===== src/rtl/alu_seq_pkg.sv =====
// Shared opcode constants, sequencer state encoding and the operand-class helper
// for the ACC/BREG/ALU command sequencer.
package alu_seq_pkg;

    localparam int DATA_W_DEF = 8;
    localparam int OP_W_DEF   = 3;

    typedef enum logic [OP_W_DEF-1:0] {
        ADD = 3'd0,
        SUB = 3'd1,
        DEC = 3'd2,
        INC = 3'd3,
        OC  = 3'd4,
        BND = 3'd5,
        BOR = 3'd6,
        BXR = 3'd7
    } alu_opcode_t;

    typedef enum logic [2:0] {
        IDLE   = 3'd0,
        LOAD_A = 3'd1,
        LOAD_B = 3'd2,
        EXEC   = 3'd3,
        WRITE  = 3'd4,
        DONE   = 3'd5
    } seq_state_t;

    // Binary ops need BREG loaded with the operand before the ALU can run.
    function automatic logic is_binary(input logic [OP_W_DEF-1:0] op);
        return (op == ADD) || (op == SUB) || (op == BND) || (op == BOR) || (op == BXR);
    endfunction

endpackage


===== src/rtl/alu_op_sequencer_if.sv =====
// Command handshake plus datapath strobes between the sequencer (master) and the
// front end / register-ALU datapath (slave).
interface alu_op_sequencer_if #(
    parameter int DATA_W = 8,
    parameter int OP_W   = 3
);
    logic              cmd_valid;
    logic              cmd_ready;
    logic              cmd_ld;
    logic [OP_W-1:0]   cmd_op;
    logic [DATA_W-1:0] cmd_operand;
    logic [DATA_W-1:0] bus_data;
    logic              bus_oe;
    logic              breg_we;
    logic              acc_we;
    logic [OP_W-1:0]   alu_op;
    logic              alu_oe;
    logic [DATA_W-1:0] alu_result;
    logic              alu_carry;
    logic [DATA_W-1:0] result;
    logic              busy;
    logic              done;
    logic              flag_z;
    logic              flag_c;

    modport master (
        input  cmd_valid, cmd_ld, cmd_op, cmd_operand, alu_result, alu_carry,
        output cmd_ready, bus_data, bus_oe, breg_we, acc_we, alu_op, alu_oe,
               result, busy, done, flag_z, flag_c
    );

    modport slave (
        output cmd_valid, cmd_ld, cmd_op, cmd_operand, alu_result, alu_carry,
        input  cmd_ready, bus_data, bus_oe, breg_we, acc_we, alu_op, alu_oe,
               result, busy, done, flag_z, flag_c
    );
endinterface


===== src/rtl/alu_op_sequencer.sv =====
// Control FSM sequencing one ld/unary/binary command through ACC/BREG/ALU; done after 2/3/4 cycles.
// HLT freezes state and kills strobes; cmd_ready only in IDLE. Z/C flags exist only with ALU_SEQ_FLAGS_EN.
module alu_op_sequencer
    import alu_seq_pkg::*;
#(
    parameter int DATA_W = DATA_W_DEF,
    parameter int OP_W   = OP_W_DEF
) (
    input  logic               CLK,
    input  logic               RESET,
    input  logic               HLT,
    alu_op_sequencer_if.master io
);

    seq_state_t        state_q, state_d;
    logic [OP_W-1:0]   op_q;
    logic [DATA_W-1:0] operand_q;
    logic [DATA_W-1:0] result_q;
    logic              accept;
    logic              cmd_ready_s;
    logic              bus_oe_s, alu_oe_s, breg_we_s, acc_we_s, done_s;

    always_comb begin
        state_d     = state_q;
        cmd_ready_s = 1'b0;
        bus_oe_s    = 1'b0;
        alu_oe_s    = 1'b0;
        breg_we_s   = 1'b0;
        acc_we_s    = 1'b0;
        done_s      = 1'b0;
        unique case (state_q)
            IDLE: begin
                cmd_ready_s = ~HLT;
                if (io.cmd_valid && cmd_ready_s) begin
                    if (io.cmd_ld)
                        state_d = LOAD_A;
                    else if (is_binary(OP_W_DEF'(io.cmd_op)))
                        state_d = LOAD_B;
                    else
                        state_d = EXEC;
                end
            end
            LOAD_A: begin
                bus_oe_s = 1'b1;
                acc_we_s = 1'b1;
                state_d  = DONE;
            end
            LOAD_B: begin
                bus_oe_s  = 1'b1;
                breg_we_s = 1'b1;
                state_d   = EXEC;
            end
            EXEC: begin
                alu_oe_s = 1'b1;
                state_d  = WRITE;
            end
            WRITE: begin
                alu_oe_s = 1'b1;
                acc_we_s = 1'b1;
                state_d  = DONE;
            end
            DONE: begin
                done_s  = 1'b1;
                state_d = IDLE;
            end
            default: state_d = IDLE;
        endcase
    end

    assign accept = io.cmd_valid & cmd_ready_s;

    always_ff @(posedge CLK or posedge RESET) begin
        if (RESET) begin
            state_q   <= IDLE;
            op_q      <= '0;
            operand_q <= '0;
            result_q  <= '0;
        end else if (!HLT) begin
            state_q <= state_d;
            if (accept) begin
                op_q      <= io.cmd_op;
                operand_q <= io.cmd_operand;
            end
            if (state_q == LOAD_A)
                result_q <= operand_q;
            else if (state_q == WRITE)
                result_q <= io.alu_result;
        end
    end

    // Strobes are state decodes gated by HLT so a frozen cycle never writes anything.
    assign io.cmd_ready = cmd_ready_s;
    assign io.bus_oe    = bus_oe_s  & ~HLT;
    assign io.alu_oe    = alu_oe_s  & ~HLT;
    assign io.breg_we   = breg_we_s & ~HLT;
    assign io.acc_we    = acc_we_s  & ~HLT;
    assign io.done      = done_s    & ~HLT;
    assign io.bus_data  = (bus_oe_s & ~HLT) ? operand_q : '0;
    assign io.alu_op    = (state_q == EXEC || state_q == WRITE) ? op_q : '0;
    assign io.busy      = (state_q != IDLE);
    assign io.result    = result_q;

`ifdef ALU_SEQ_FLAGS_EN
    logic flag_z_q, flag_c_q;

    always_ff @(posedge CLK or posedge RESET) begin
        if (RESET) begin
            flag_z_q <= 1'b0;
            flag_c_q <= 1'b0;
        end else if (!HLT) begin
            if (state_q == LOAD_A) begin
                flag_z_q <= (operand_q == '0);
                flag_c_q <= 1'b0;
            end else if (state_q == WRITE) begin
                flag_z_q <= (io.alu_result == '0);
                flag_c_q <= io.alu_carry;
            end
        end
    end

    assign io.flag_z = flag_z_q;
    assign io.flag_c = flag_c_q;
`else
    logic unused_carry;
    assign unused_carry = io.alu_carry;
    assign io.flag_z    = 1'b0;
    assign io.flag_c    = 1'b0;
`endif

endmodule


===== src/flat_wrapper.sv =====
// flat-port wrapper written by rule: the top's interface ports become plain ports
module alu_op_sequencer_flat import alu_seq_pkg::*;
#(
    parameter int DATA_W = DATA_W_DEF,
    parameter int OP_W   = OP_W_DEF
)
  (CLK, RESET, HLT, io_cmd_valid, io_cmd_ld, io_cmd_op, io_cmd_operand, io_alu_result, io_alu_carry, io_cmd_ready, io_bus_data, io_bus_oe, io_breg_we, io_acc_we, io_alu_op, io_alu_oe, io_result, io_busy, io_done, io_flag_z, io_flag_c);
  alu_op_sequencer_if #(.DATA_W(DATA_W), .OP_W(OP_W)) io_i ();
  input  logic CLK;
  input  logic RESET;
  input  logic HLT;
  input wire logic [$bits(io_i.cmd_valid)-1:0] io_cmd_valid;
  input wire logic [$bits(io_i.cmd_ld)-1:0] io_cmd_ld;
  input wire logic [$bits(io_i.cmd_op)-1:0] io_cmd_op;
  input wire logic [$bits(io_i.cmd_operand)-1:0] io_cmd_operand;
  input wire logic [$bits(io_i.alu_result)-1:0] io_alu_result;
  input wire logic [$bits(io_i.alu_carry)-1:0] io_alu_carry;
  output wire logic [$bits(io_i.cmd_ready)-1:0] io_cmd_ready;
  output wire logic [$bits(io_i.bus_data)-1:0] io_bus_data;
  output wire logic [$bits(io_i.bus_oe)-1:0] io_bus_oe;
  output wire logic [$bits(io_i.breg_we)-1:0] io_breg_we;
  output wire logic [$bits(io_i.acc_we)-1:0] io_acc_we;
  output wire logic [$bits(io_i.alu_op)-1:0] io_alu_op;
  output wire logic [$bits(io_i.alu_oe)-1:0] io_alu_oe;
  output wire logic [$bits(io_i.result)-1:0] io_result;
  output wire logic [$bits(io_i.busy)-1:0] io_busy;
  output wire logic [$bits(io_i.done)-1:0] io_done;
  output wire logic [$bits(io_i.flag_z)-1:0] io_flag_z;
  output wire logic [$bits(io_i.flag_c)-1:0] io_flag_c;
  assign io_i.cmd_valid = io_cmd_valid;
  assign io_i.cmd_ld = io_cmd_ld;
  assign io_i.cmd_op = io_cmd_op;
  assign io_i.cmd_operand = io_cmd_operand;
  assign io_i.alu_result = io_alu_result;
  assign io_i.alu_carry = io_alu_carry;
  assign io_cmd_ready = io_i.cmd_ready;
  assign io_bus_data = io_i.bus_data;
  assign io_bus_oe = io_i.bus_oe;
  assign io_breg_we = io_i.breg_we;
  assign io_acc_we = io_i.acc_we;
  assign io_alu_op = io_i.alu_op;
  assign io_alu_oe = io_i.alu_oe;
  assign io_result = io_i.result;
  assign io_busy = io_i.busy;
  assign io_done = io_i.done;
  assign io_flag_z = io_i.flag_z;
  assign io_flag_c = io_i.flag_c;
  alu_op_sequencer #(.DATA_W(DATA_W), .OP_W(OP_W)) u_core (.CLK(CLK), .RESET(RESET), .HLT(HLT), .io(io_i));
endmodule

===== config.mk =====
export PLATFORM = sky130hd
export DESIGN_NAME = alu_op_sequencer_flat
export DESIGN_NICKNAME = d
export VERILOG_FILES = /design/src/rtl/alu_seq_pkg.sv /design/src/rtl/alu_op_sequencer_if.sv /design/src/rtl/alu_op_sequencer.sv /design/src/flat_wrapper.sv
export SDC_FILE = /design/constraint.sdc
export NUM_CORES = 1
export LEC_CHECK = 0
export CORE_MARGIN = 2
export CORE_UTILIZATION = 46
export CTS_BUF_LIST = sky130_fd_sc_hd__clkbuf_8
export CTS_CLUSTER_SIZE = 20
export DETAILED_ROUTE_END_ITERATION = 10
export PLACE_DENSITY = 0.87
export SYNTH_ARGS = -nofsm -noshare
export SYNTH_HDL_FRONTEND = slang
export SYNTH_SLANG_ARGS = --single-unit

===== constraint.sdc =====
create_clock -name CLK -period 3.3 [get_ports CLK]
set_input_delay 0.495 -clock CLK [delete_from_list [all_inputs] [get_ports CLK]]
set_output_delay 0.495 -clock CLK [all_outputs]
set_load 0.005 [all_outputs]

# Yosys cells after proc, flatten, opt, wreduce, memory -nomap -nowiden
# Index checks and enable logic that the tools add are counted.
dict set report op_classes {
  n_eq_ne 10
  n_mux 14
  bitwise 7
  reduce_logical 16
}
# cell count
set ops {}
lappend ops {{8-bit 2-to-1 mux} 3}
lappend ops {{3-bit equality test (second input constant)} 5}
lappend ops {{3-bit case mux with 4 select lines} 1}
lappend ops {{3-bit 2-to-1 mux} 3}
lappend ops {{1-bit 2-to-1 mux} 7}
lappend ops {{1-bit bitwise AND} 6}
lappend ops {{3-bit by 1-bit equality test with 1-bit output (second input constant)} 2}
lappend ops {{3-bit by 2-bit equality test with 1-bit output (second input constant)} 2}
lappend ops {{3-bit logical NOT} 2}
lappend ops {{2-bit AND reduction} 3}
lappend ops {{2-bit OR reduction} 3}
lappend ops {{1-bit logical OR} 5}
lappend ops {{3-bit nonzero test} 1}
lappend ops {{2-bit by 1-bit inequality test with 1-bit output (second input constant)} 1}
lappend ops {{2-bit nonzero test} 1}
lappend ops {{1-bit logical AND} 1}
lappend ops {{1-bit NOT} 1}
dict set report totals {
  register_bits 22
  input_bits 25
  output_inout_bits 28
  wordCells 51
}

# Depth between registers and ports, before layout
# Gate-level depths: netlist (run 1).
dict set report logic_depth {
  depth_word 9
  mapped_depth 4
  depth_no_buf 3
}

# Worst setup path after synthesis (run 1)
# Ideal clock, no wire load.
dict set report synth_path {
  path_type {in2out}
  start {input HLT}
  end {output io_bus_data[0]}
  arrival_time_ns 1.343
  slack_ns 1.462
  cell_stages 3
  n_path_buf 1
  cell_sequence {clkbuf_1 > nor3_1 > and2_1}
}
dict set report synth_via {
  elab_chain_len 3
}
# element line_no
set synth_lines {}
lappend synth_lines {{from (decl)} flat_wrapper.sv:11} ;# input logic HLT;
lappend synth_lines {{1-bit NOT (no source line)} -}
lappend synth_lines {{1-bit bitwise AND} -}
lappend synth_lines {{net io_bus_oe} flat_wrapper.sv:20} ;# output wire logic [$bits(io_i.bus_oe)-1:0] io_bus_oe;
lappend synth_lines {{8-bit 2-to-1 mux} alu_op_sequencer.sv:98} ;# assign io.bus_data = (bus_oe_s & ~HLT) ? operand_q : '0;
lappend synth_lines {{to (decl)} flat_wrapper.sv:19} ;# output wire logic [$bits(io_i.bus_data)-1:0] io_bus_data;
# The timed path passes the listed nets, and every way through them passes these cells.

# Worst setup path after layout (run 1)
dict set report layout_path {
  start {input HLT}
  end {output io_bus_data[0]}
}
dict set report layout_via {
  elab_chain_len 3
}
# element line_no
set layout_lines {}
lappend layout_lines {{1-bit NOT (no source line)} -}
lappend layout_lines {{1-bit bitwise AND} alu_op_sequencer.sv:98}
lappend layout_lines {{8-bit 2-to-1 mux} alu_op_sequencer.sv:98}
# Every way passes these cells.

==> impl_results.md, run 1 <==
* TritonRoute pass-1 iters at 4
* Die width at approximately 54 um
* Post-CTS setup buffers at 0
* CTS resizes at 0
* Reg area at roughly 550 um^2
* Asr flop ratio synth at 1.00
* Unrepaired setup endpoints after global routing: no
* WL per Instance at 14.6 um
* Vias per inst at about 5.2
* Drt drc at 0
* Crit end category: output port
* Fillers at 183
* CORE AREA at about 0.0025 mm^2
* Final Cell Area at roughly 0.0017 mm^2
* Hold-fix buffers, CTS at 0
* Setup TNS at 0 ns
* CP Data Arrival Time at about 2.2 ns
* Worst vdd ir at about 0.55 mV
* Die Area at roughly 0.003 mm^2
* Routability cong. at ~0.76
* CTS tree: done
* Register area share after synthesis at 0.470
* Placed Instances at ~180
* Grt total ovfl at 0
* Final cycle utilization of the critical path at 0.826
* Rel. slew slack at 0.441
* Dominant synthesized flop cell: dfrtp_1
* Worst path required time at 2.80 ns
* Detailed Place HPWL at about 2000 um
* # rows at 18
* Initial antenna violation count at 0
* Crit Path Class: primary input to output port
* Clk_skew at between 0.005 and 0.006 ns
* Startpoint Class: primary input
* CP max FO at 12
* Layout cells sized above 1 at 0.235
* Vias in the first global route at roughly 890
* Cell Pwr Density at roughly 800 mW/mm^2
* Final ANT Viol Nets at 0
* R2R cell count at 3
* Die Ht at around 54 um
* Cells after synthesis at 100
* CTS Root Buffer Type: clkbuf_8
* Cell variety after synth at 24
* Final WL at between 2000 and 3000 um
* Worst-Margin Slew at between 0.8 and 0.9 ns
* Hold depth at 1
* First-pass GRT wire length at 4180 um
* Clock Latency Late Sink at between 0.2 and 0.3 ns
* Clock transition at path regs at 0.08 ns
* Port Buf Inserts at slightly below 50
* Leak at between 0.7 and 0.8 nW
* CTS sink count at 22
* GRT Total Usage at 0.203
* Largest net degree at the start of global routing at 23
* Max-slew violations at 0
* Mean post-synth cell area at roughly 12 um^2
* Number of flops mapped to enable cells by yosys at 0
* Final nets at 175
* Flops & latches, synth at 22
* Hold Vio Cnt, Final at 0
* Number of top-level pins at 53
* Area Growth Syn to Fin at 47.5%
* DRT iter0 DRCs at 8
* Num CTS Buffers at 3
* Mapped cell area at 0.00117 mm^2
* Area after DPL at around 0.0017 mm^2
* Antenna fix cells at 0
* Min-delay worst type: register to register
* Post-route insts no fill at 179
* H-tree Lvls at 1
* Starting density of the core at 0.478
* Multi-input gate area at about 570 um^2
* Clk buf depth at 2
* Status: complete, no violations
* Yosys warns at 0
* MaxCap Viol Count at 0
* Post-layout minimum cycle time at 2.73 ns
* DR vias at between 900 and 1000
* Final setup vio count at 0
* FMAX at 0.367 GHz
[worst max-delay path, stage by stage]
cell             delay [ns]
clkdlybuf4s50_1        0.63
nor3_1                 0.28
buf_4                  0.19
and2_1                 0.14
clkdlybuf4s50_1        0.50
[per-stage QoR]
stage | power (mW) | setup slack, ns | hold slack (ns) | utilization
final | 1.41 | 0.573 | 0.508 | 0.704
after global routing | 1.51 | 0.461 | 0.532 | 0.704
after CTS | 1.43 | 0.557 | 0.508 | 0.704
after detailed placement | 1.23 | 0.557 | 0.489 | 0.682
after global placement | 1.20 | 0.596 | 0.481 | 0.682
after floorplan | 0.895 | 1.46 | 0.470 | -
[cell families after synthesis]
family,after synthesis,share of synthesized area
flops,22,0.470
xor+xnor,2,0.0149
mux,27,0.259
simple gates,32,0.169
compound gates,7,0.0395
buf+inv,9,0.0448
other cells,1,0.00320
[power breakdown]
| group | total (mW) | switching [mW] | internal, mW |
|---|---|---|---|
| Sequential | 0.525 | 0.122 | 0.404 |
| Clock | 0.192 | 0.0856 | 0.106 |
| Combinational | 0.691 | 0.230 | 0.462 |
| Total | 1.41 | 0.437 | 0.972 |
[per-layer routing]
layer	up-vias	share of wire	track usage
met5	-	0	0
met2	33	0.52	0.333
met3	5	0.053	0.0628
met1	449	0.42	0.262
li1	442	-	-
met4	0	0.0088	0.0500
[synth_stat cells, types with 2 or more instances]
cell,count,share of area
nor2b_1,3,0.016
clkbuf_1,2,0.0064
xnor2_1,2,0.015
nor3b_1,2,0.013
inv_1,2,0.0064
nor3_1,3,0.013
buf_4,5,0.032
dfrtp_1,22,0.47
nand2_1,4,0.013
a21oi_1,2,0.0085
mux2_2,27,0.26
nor2_1,4,0.013
and2_1,11,0.059
[layout make-up]
class                           instances  area share
Clock buffer                            4      0.0318
Multi-Input combinational cell         70       0.331
Timing Repair Buffer                   51       0.292
Inverter                                2     0.00434
Tap cell                               30      0.0217
Sequential cell                        22       0.318
[sequential cells by signal, summed over array words and instances (netlist names)]
register and flops:
u_core.op_q 3, u_core.operand_q 8, u_core.state_q 3, u_core.io.result 8
[path summary, 6_finish.rpt]
path | endpoint | slack [ns] | start
setup / recovery | io_bus_data[0] | 0.57 | HLT
hold / removal | u_core.op_q[0]$_DFFE_PP0P_ | 0.51 | u_core.op_q[0]$_DFFE_PP0P_
setup reg to reg | u_core.io.result[5]$_DFFE_PP0P_ | 1.22 | u_core.state_q[0]$_DFFE_PP0P_
hold reg to reg | u_core.op_q[0]$_DFFE_PP0P_ | 0.51 | u_core.op_q[0]$_DFFE_PP0P_
max in group asynchronous | u_core.io.result[1]$_DFFE_PP0P_ | 2.08 | RESET
min in group asynchronous | u_core.operand_q[7]$_DFFE_PP0P_ | 0.70 | RESET
[placed cells by master, fill, tap and decap left out, types with 2 or more instances in the layout]
cell type        instances
nor3b_1                  2
buf_4                    2
clkdlybuf4s50_1         49
clkbuf_8                 4
nor3_1                   3
nor2_1                   4
a21oi_1                  2
and2_1                  11
mux2_2                  27
nand2_1                  4
nor2b_1                  3
xnor2_1                  2
conb_1                   2
inv_1                    2
dfrtp_1                 22
(Power assumes the default switching activity.)
==> run 2, diff against run 1 <==
CORE_UTILIZATION = 43   (was 46)
PLACE_DENSITY = 0.82   (was 0.87)
clock period = 2.9 ns   (was 3.3 ns; I/O delays follow)
==> impl_results.md, run 2 (synthesis results as in run 1) <==
* Largest net degree at the start of global routing at 23 (unchanged)
* CP Cell Sequence: xnor2_1 -> nor3_1 -> buf_4 -> and2_1 -> clkdlybuf4s50_1
* Antenna fix cells at 0 (unchanged)
* DRT iter0 DRCs at 13 (+5)
* Rel. slew slack at 0.445 (+0.00410)
* R2R cell count at 3 (unchanged)
* WL per Instance at 14.5 um (-0.50%)
* Die Area at 0.00316 mm^2 (+6.5%)
* Final WL at 2590 um (-0.50%)
* Layout cells sized above 1 at 0.235 (unchanged)
* Commonest non-fill, non-tap cell in the layout: clkdlybuf4s50_1
* Vias per inst at 5.12 (-1.4%)
* Cell Pwr Density at 911 mW/mm^2 (+12%)
* Vias in the first global route at 956 (+7.2%)
* Post-route insts no fill at 179 (unchanged)
* Hold depth at 1 (unchanged)
* Hold-fix buffers, CTS at 0 (unchanged)
* CP Data Arrival Time at 2.07 ns (-0.16 ns)
* GRT Total Usage at 0.180 (-0.0235)
* Die Ht at 56.2 um (+3.2%)
* CP peak stage delay at 0.61 ns (-0.02 ns)
* Post-layout minimum cycle time at between 2 and 3 ns
* CP max FO at 12 (unchanged)
* Min-delay worst type: register to register
* Die width at 56.2 um (+3.2%)
* TritonRoute pass-1 iters at 4 (unchanged)
* Crit end category: output port
* FF-to-FF setup slack at 0.85 ns (-0.37 ns)
* CTS resizes at 0 (unchanged)
* Placed Instances at 176 (+0.57%)
* Area after DPL at 0.00168 mm^2 (+0.45%)
* First-pass GRT wire length at 4490 um (+7.3%)
* Drt drc at 0 (unchanged)
* Port Buf Inserts at 49 (unchanged)
* Fillers at 209 (+14%)
* Worst vdd ir at 0.614 mV (+12%)
* Startpoint Class: register
* Commonest cells after routing, fill and taps aside: clkdlybuf4s50_1, mux2_2, dfrtp_1, and2_1
* Status: complete, no violations
* CORE AREA at 0.00252 mm^2 (+2.8%)
* H-tree Lvls at 1 (unchanged)
* Final setup vio count at 0 (unchanged)
* Routability cong. at 0.796 (+5.1%)
* Final cycle utilization of the critical path at 0.865
* Starting density of the core at 0.465 (-0.0128)
* Area Growth Syn to Fin at 47.0%
* Clock transition at path regs at 0.07 ns (about the same)
* Initial antenna violation count at 0 (unchanged)
* DR vias at 916 (-1.4%)
* Leak at 0.705 nW (-0.34%)
* Clock Latency Late Sink at 0.26 ns (about the same)
* CTS sink count at 22 (unchanged)
* Clk_skew at 0.00221 ns (-0.00357 ns)
* Slowest CP cell: dfrtp_1
* FMAX at 0.398 GHz
* Worst-Margin Slew at 0.832 ns (-0.00615 ns)
* Final nets at 176 (+0.57%)
* Final Cell Area at 0.00172 mm^2 (-0.36%)
* Post-CTS setup buffers at 0 (unchanged)
* Tot Pwr at 1.57 mW (+11%)
* Final ANT Viol Nets at 0 (unchanged)
* CTS Root Buffer Type: clkbuf_8
* # rows at 18 (unchanged)
* Clk buf depth at 2 (unchanged)
* Number of top-level pins at 53 (unchanged)
* Worst path required time at 2.47 ns (-0.33 ns)
* Unrepaired setup endpoints after global routing: no
* Crit Path Class: register to output port
* Max-slew violations at 0 (unchanged)
* Hold Vio Cnt, Final at 0 (unchanged)
* Grt total ovfl at 0 (unchanged)
* Num CTS Buffers at 3 (unchanged)
* WHS at 0.504 ns (-0.00355 ns)
* MaxCap Viol Count at 0 (unchanged)
* Detailed Place HPWL at 1970 um (-1.0%)
* CTS tree: done
* Setup TNS at 0 ns (unchanged)
==> run 2: cell types whose count changed in the layout (fill, tap and decap cells not counted), sizes merged <==
| cell | before | now |
|---|---|---|
| buf | 2 | 3 |
| clkbuf | 4 | 3 |
==> run 2: final timing paths <==
path                                                   endpoint                     startpoint
worst max-delay path                             io_bus_data[2]  u_core.state_q[1]$_DFFE_PP0P_
worst min-delay path                 u_core.op_q[2]$_DFFE_PP0P_     u_core.op_q[2]$_DFFE_PP0P_
worst max register to register  u_core.io.result[6]$_DFFE_PP0P_  u_core.state_q[0]$_DFFE_PP0P_
worst min register to register       u_core.op_q[2]$_DFFE_PP0P_     u_core.op_q[2]$_DFFE_PP0P_
max in group asynchronous         u_core.state_q[1]$_DFFE_PP0P_                          RESET
min in group asynchronous       u_core.io.result[1]$_DFFE_PP0P_                          RESET
==> run 2: power by group <==
| group | switching, mW | leakage [nW] | internal [mW] |
|---|---|---|---|
| Clock | 0.0902 | 0.0216 | 0.0926 |
| Sequential | 0.136 | 0.265 | 0.460 |
| Combinational | 0.264 | 0.419 | 0.526 |
| Total | 0.490 | 0.705 | 1.08 |
==> run 2: metal layers <==
metal | track usage | part of all wire | vias to the layer above
met5 | 0 | 0 | -
met2 | 0.294 | 0.49 | 38
met1 | 0.226 | 0.41 | 432
met3 | 0.0605 | 0.098 | 4
li1 | - | - | 442
met4 | 0.0510 | 0.0096 | 0
==> run 2: final cells by class <==
cell class | instances | area (um^2) | area share
flip-flops and latches | 22 | 551 | 0.320
inverters | 2 | 7.51 | 0.00436
well taps | 30 | 37.5 | 0.0218
multi-input cells | 70 | 573 | 0.333
repair buffers | 52 | 513 | 0.298
clock buffers | 3 | 41.3 | 0.0240
==> run 2: metrics by stage <==
stage | util | setup slack, ns
finish | 0.683 | 0.390
global route | 0.683 | 0.184
CTS | 0.683 | 0.352
detailed placement | 0.667 | 0.475
global placement | 0.667 | 0.480
floorplan | - | 1.16
==> run 2: worst max-delay path: cells and delay by family (launching register included) <==
family,cells,cell delay [ns]
xor+xnor,1,0.12
buf+inv,2,0.71
simple gates,2,0.37
flops,1,0.61
